`src/rtl/uart_resp_arb.sv`:
```
// uart_resp_arb: arbitrates three requesters for a single UART response
// channel. A winner's byte is latched and handed to the UART wrapper with a
// one-cycle send_resp strobe; the channel is then held until the wrapper
// reports completion with resp_sent, at which point done is pulsed to the
// owner and arbitration resumes.
//
// Configuration macro: UART_RESP_ARB_RR_EN
//   defined   -> round-robin arbitration starting after the last grantee
//   undefined -> fixed priority 0 > 1 > 2 (last-grant pointer kept, unused)
module uart_resp_arb (
  input  logic       clk,
  input  logic       rst_n,
  input  logic [2:0] req,
  input  logic [7:0] byte0,
  input  logic [7:0] byte1,
  input  logic [7:0] byte2,
  input  logic       resp_sent,
  output logic       send_resp,
  output logic [7:0] resp,
  output logic [2:0] gnt,
  output logic [2:0] done,
  output logic       busy
);

  typedef enum logic {
    IDLE = 1'b0,
    XMIT = 1'b1
  } state_e;

  state_e     state_q, state_d;
  logic       send_resp_q, send_resp_d;
  logic [7:0] resp_q, resp_d;
  logic [2:0] gnt_q, gnt_d;
  logic [2:0] done_q, done_d;
  logic       busy_q, busy_d;
  logic [1:0] owner_q, owner_d;
  logic [1:0] last_q, last_d;

  logic [1:0] win;
  logic [7:0] win_byte;

`ifdef UART_RESP_ARB_RR_EN
  // Round-robin winner: search starts one past the last grantee, wrapping 2->0.
  always_comb begin
    win = 2'd0;
    case (last_q)
      2'd0: begin
        if      (req[1]) win = 2'd1;
        else if (req[2]) win = 2'd2;
        else             win = 2'd0;
      end
      2'd1: begin
        if      (req[2]) win = 2'd2;
        else if (req[0]) win = 2'd0;
        else             win = 2'd1;
      end
      default: begin
        if      (req[0]) win = 2'd0;
        else if (req[1]) win = 2'd1;
        else             win = 2'd2;
      end
    endcase
  end
`else
  // Fixed-priority winner: requester 0 always beats 1, which beats 2.
  always_comb begin
    win = 2'd0;
    if      (req[0]) win = 2'd0;
    else if (req[1]) win = 2'd1;
    else             win = 2'd2;
  end
`endif

  // Select the winner's offered byte for latching into resp.
  always_comb begin
    case (win)
      2'd0:    win_byte = byte0;
      2'd1:    win_byte = byte1;
      default: win_byte = byte2;
    endcase
  end

  // Next-state and registered-output logic for the IDLE/XMIT machine.
  always_comb begin
    // NOTE: every signal gets a default before any branch so no path leaves it
    // unassigned; a missing default here would infer a latch.
    state_d     = state_q;
    send_resp_d = 1'b0;
    gnt_d       = 3'b000;
    done_d      = 3'b000;
    resp_d      = resp_q;
    busy_d      = busy_q;
    owner_d     = owner_q;
    last_d      = last_q;

    case (state_q)
      IDLE: begin
        // resp_sent is meaningless here and is deliberately not looked at.
        if (|req) begin
          state_d     = XMIT;
          send_resp_d = 1'b1;
          gnt_d       = 3'b001 << win;
          resp_d      = win_byte;
          busy_d      = 1'b1;
          owner_d     = win;
          last_d      = win;
        end
      end
      XMIT: begin
        // A resp_sent landing in the strobe cycle belongs to an earlier
        // transfer, so completion is only accepted once the strobe is gone.
        if (resp_sent && !send_resp_q) begin
          state_d = IDLE;
          done_d  = 3'b001 << owner_q;
          busy_d  = 1'b0;
        end
      end
      default: begin
        state_d = IDLE;
        busy_d  = 1'b0;
      end
    endcase
  end

  // State and output registers, asynchronously cleared by rst_n.
  always_ff @(posedge clk or negedge rst_n) begin
    // NOTE: sequential state uses non-blocking assignments so all flops update
    // together from values sampled before the edge.
    if (!rst_n) begin
      state_q     <= IDLE;
      send_resp_q <= 1'b0;
      gnt_q       <= 3'b000;
      done_q      <= 3'b000;
      resp_q      <= 8'h00;
      busy_q      <= 1'b0;
      owner_q     <= 2'd0;
      last_q      <= 2'd2;
    end else begin
      state_q     <= state_d;
      send_resp_q <= send_resp_d;
      gnt_q       <= gnt_d;
      done_q      <= done_d;
      resp_q      <= resp_d;
      busy_q      <= busy_d;
      owner_q     <= owner_d;
      last_q      <= last_d;
    end
  end

  assign send_resp = send_resp_q;
  assign resp      = resp_q;
  assign gnt       = gnt_q;
  assign done      = done_q;
  assign busy      = busy_q;

endmodule

```
`config.mk`:
```
export PLATFORM = sky130hd
export DESIGN_NAME = uart_resp_arb
export DESIGN_NICKNAME = d
export VERILOG_FILES = /design/src/rtl/uart_resp_arb.sv
export SDC_FILE = /design/constraint.sdc
export NUM_CORES = 1
export LEC_CHECK = 0
export CORE_MARGIN = 5
export CORE_UTILIZATION = 39
export DETAILED_ROUTE_END_ITERATION = 10
export GPL_TIMING_DRIVEN = 0
export PLACE_DENSITY = 0.79
export RECOVER_POWER = 100
export SLEW_MARGIN = 20
export SYNTH_ARGS = -nofsm -noshare
export SYNTH_HDL_FRONTEND = slang
export SYNTH_SLANG_ARGS = --single-unit
```
`constraint.sdc`:
```
create_clock -name clk -period 1.34 [get_ports clk]
set_clock_uncertainty 0.2 [all_clocks]
set_input_delay 0.268 -clock clk [delete_from_list [all_inputs] [get_ports clk]]
set_output_delay 0.268 -clock clk [all_outputs]
set_load 0.01 [all_outputs]
```
# --- After elaboration in Yosys (flattened, before gate mapping) ---
# Cells that the tools add are included.
op_classes:
  eq_ne: 3
  shifts: 2
  mux: 14
  n_bitwise: 1
  reduce_logical: 6
ops:
  columns: ["operator", "n"]
  rows:
  - ["case mux 8 bit (2 select lines)", 1]
  - ["2-to-1 mux 3 bit", 4]
  - ["left shift 1 x 2 -> 3 bit (first input constant)", 2]
  - ["2-to-1 mux 1 bit", 5]
  - ["2-to-1 mux 2 bit", 2]
  - ["case mux 1 bit (2 select lines)", 2]
  - ["AND reduction 2 bit", 2]
  - ["OR reduction 3 bit", 1]
  - ["equality test 2 x 1 -> 1 bit (second input constant)", 1]
  - ["logical NOT 2 bit", 1]
  - ["!= test 2 x 1 -> 1 bit (second input constant)", 1]
  - ["!= test 2 bit (second input constant)", 1]
  - ["logical AND 1 bit", 1]
  - ["logical NOT 1 bit", 1]
  - ["inverter 1 bit", 1]
word_totals:
  reg_bits: 19
  input_bits: 30
  out_inout_bits: 16
  wordCells: 33

# --- Logic depth before layout (Yosys ltp) ---
logic_depth:
  ltp_word: 5
  ltp_mapped: 4
  mapped_depth_nobuf: 3

# --- Worst setup path before layout ---
# Ideal clock, no wire load.
synth_timing:
  path_kind: "input-to-reg"
  from: "input req[1]"
  to: "register resp_q[0] (netlist: resp[0])"
  setup_ns: 0.126
  arrival_time_ns: 0.910
  t_required_ns: 1.014
  path_slack_ns: 0.104
  path_stages: 4
  path_buffers: 1
  cell_sequence: "nor3_4 -> or2_4 -> buf_12 -> o21ai_2"
synth_via:
  elab_chain_cells: 4
  elab_cells_between_ends: 7
  cone_classes: "1 x eq/ne; 3 x mux; 3 x reduce/logical"
synth_lines:
  columns: ["element", "line", "source"]
  rows:
  - ["from (decl)", "13", "input logic [2:0] req,"]
  - ["2-to-1 mux 2 bit", "69", "else if (req[1]) win = 2'd1;"]
  - ["2-to-1 mux 2 bit", "68", "if (req[0]) win = 2'd0;"]
  - ["equality test 2 x 1 -> 1 bit or logical NOT 2 bit (tied branches)", "76", "case (win)"]
  - ["case mux 8 bit (2 select lines)", "76", null]
  - ["to (signal assigned)", "143", "resp_q <= resp_d;"]
  - ["to (decl)", "32", "logic [7:0] resp_q, resp_d;"]
# Several ways; a longest one is shown, not always the timed one.
# A chain may end at the register's enable or synchronous reset.

# --- Final worst setup path ---
layout_timing:
  from: "register resp_q[2] (netlist: resp[2])"
  to: "output resp[2]"
layout_lines:
  columns: ["element", "line", "source"]
  rows:
  - ["to (decl)", "19", "output logic [7:0] resp,"]
# No word-level cell between the ends.

==> key figures <==
Placed design
  – Dpl cells: 145
  – Input/output buffers: 45
  – Routability congestion estimate: 0.717
  – Dpl cell area: 1390 sq um
  – Placed wire-length estimate: around 1.6 mm
  – DP Worst Slack: -559 ps

Detailed routing
  – TritonRoute pass-1 iters: 2
  – Routed len/inst: about 14 um
  – DRC violations left: 0
  – Post-DRT Antenna Nets: 0
  – WL final: 2.16 mm
  – Iter 0 DRT Violations: 5
  – Vias: about 750
  – DR vias/cell: 4.88

Synthesis
  – Top post-synthesis cells by area: dfrtp_1, mux2i_1, mux2_2
  – Top cell type's share of synthesized area: between 50 and 60%
  – Synth Area in XOR/XNOR: 0%
  – Synth Instances: about 70
  – Commonest cells in the netlist: dfrtp_1, o21ai_0, mux2i_1
  – Unique masters post-synth: 23
  – Synth warn: 0
  – Syn Nets: ~100
  – #FFs+latches synth: 19
  – Syn avg cell area: 12.6 sq um
  – Post-synthesis sequential area ratio: a little over half
  – Ys async rst share: 100%
  – Synth Flop Type: dfrtp_1
  – Netlist Area Pre-Place: between 900 and 1000 sq um
  – Simple logic cell fraction of the synthesized area: about a tenth
  – Most common cell in the netlist: dfrtp_1
  – Post-synthesis mux area share: roughly a fifth
  – Post-synth top area cell: dfrtp_1
  – Post-Synth Adder-Cell Area: 0%
  – EDFF count, synth: 0
  – Largest family of logic cells by synthesized area: multiplexers
  – Post-synthesis compound-gate area fraction: ~14%

Final layout
  – Post-route insts no fill: 154
  – FF/Latch Area: between 400 and 500 sq um
  – Area taken by multi-input logic gates: approximately 370 sq um
  – Share of cells above drive strength 1: a little over a third
  – P&R area growth vs syn: 52.2%
  – Fillers: roughly 190
  – Ant diodes: 0
  – Final Cell Area: between 1000 and 1500 sq um
  – Number of nets in the layout: between 150 and 200

Power
  – Leak: around 0.00067 uW
  – VDD IR max: between 900 and 1000 uV
  – Pwr per Cell Area: ~1600 nW/um^2
  – Overall Power: 2170 uW

Setup path
  – Worst Setup Start Kind: flop
  – Worst path cell trace: buf_6
  – CP max FO: 2
  – Crit path capture type: output pin
  – Worst EP arrival: roughly 840 ps
  – Crit-path leading delay family: flip-flops
  – Worst Setup Path Type: flop to output pin
  – Req. time, crit path: a little under 900 ps
  – Critical Path Slowest Stage Cell: dfrtp_1
  – WP buf/inv: 1
  – Max stage delay on crit path: approximately 410 ps

CTS
  – Clock tree sinks: 19
  – # hold bufs at CTS: 0
  – Clock slew at reported path FFs: approximately 110 ps
  – Total CTS buffers: 3
  – Clock buffer depth: 2
  – CTS root buf: clkbuf_4
  – CTS tree: done
  – Clock Latency Late Sink: ~300 ps
  – H-tree Lvls: 1

Outcome
  – Failing checks: hold timing
  – Status: finished with violations

STA
  – Setup TNS: 0 ps
  – Final critical-path required period: ~1300 ps
  – Slew Limit Headroom: between 30% and 40%
  – Peak Freq: 764 MHz
  – Slew @ Worst Pin: around 990 ps
  – Finish-stage setup viols: 0
  – Final Hold Fails: 19
  – Max-slew violations: 0
  – RSZ-0062 raised after global routing: yes
  – Hold_ws: -105 ps
  – PnR worst setup slack: between 30 and 40 ps
  – Ratio of final minimum period to clock period: between 90 and 100%

Floorplanning
  – Die area: ~3400 sq um
  – Initial Utilization: 41.1%
  – Core ar.: between 2000 and 2500 sq um
  – Num ports: 46
  – Chip width: 58.3 um
  – Number of core rows: 17
  – DIE HEIGHT: just under 60 um

Flow run
  – # Max-Cap Violations: 0

Hold path
  – HP Class: input port to asynchronous set/reset pin

Global routing
  – Vias in the first global route: 818
  – Grt total ovfl: 0
  – Initial antenna violation count: 0
  – Total track usage: ~14%
  – Largest net degree at the start of global routing: 20
  – First-pass GRT wire length: 3.61 mm
==> power by group <==
group	internal, uW	switching [uW]
combinational	501	464
sequential	792	122
clock	111	180
total	1400	765
==> layout by cell type (no fill, tap or decap), types with 2 or more instances in the layout <==
master	instances
o21ai_0	5
dfrtp_1	19
clkbuf_2	10
mux2i_1	8
o21ai_2	4
mux2_2	7
buf_4	4
clkdlybuf4s50_1	25
clkbuf_4	4
buf_6	4
o21ai_1	8
buf_2	5
nor3b_1	3
a21o_1	2
nand2_2	2
==> sequential cells by signal, summed over array words and instances (netlist names) <==
name and flops:
busy 1, owner_q 2, state_q 1, gnt 3
done 3, send_resp 1, resp 8
==> path summary, 6_finish.rpt <==
check / from / end / slack [ps] / depth (start not counted)
setup / recovery: resp[2] / resp[2] / 30 / 1
max in group asynchronous: rst_n / busy / 450 / 1
hold / removal: rst_n / resp[0] / -110 / 1
min in group clk: req[0] / gnt[2] / 190 / 2
setup reg to reg: state_q / resp[5] / 50 / 3
hold reg to reg: owner_q[1] / done[1] / 290 / 1
==> logic make-up (layout without fill, tap and decap cells) <==
kind of cell,count (synthesis),after routing
AOI/OAI and AO/OA,19,19
DFF,19,19
muxes,16,16
and+or+nand+nor,12,12
buffers and inverters,6,60
==> stage by stage <==
step / hold WS [ps] / utilization (%)
3_5_place_dp: 273 / 63.0
3_3_place_gp: 269 / 63.0
2_1_floorplan: -228 / -
5_1_grt: -8.61 / 62.5
6_report: -105 / 62.5
4_1_cts: 185 / 62.5
==> metal layers <==
metal	routed length [um]	share of wire (%)	vias to the layer above	global-route usage (%)
met5	0	0	-	0
met4	0	0	0	2.98
met3	221	10	0	6.90
met2	1160	54	27	26.5
met1	775	36	357	14.0
li1	-	-	367	-
==> area by class of cell <==
class	count	area share [%]
plain buffers	4	3.44
clock inverters	1	0.362
repair buffers	50	30.0
flip-flops and latches	19	34.4
clock buffers	3	1.63
multi-input cells	47	27.1
inverters	2	0.543
well taps	28	2.53
==> what timing repair did <==
| action | in CTS | in global routing |
|---|---|---|
| cloned | 1 | 0 |
| setup endpoints to repair | 29 | 35 |
| gates resized for setup | 69 | 12 |
| buffers inserted | 4 | 0 |
| pin swaps | 1 | 1 |
| endpoints found under the hold margin | 0 | 19 |
No activity file was read; power rests on OpenSTA's default activity.
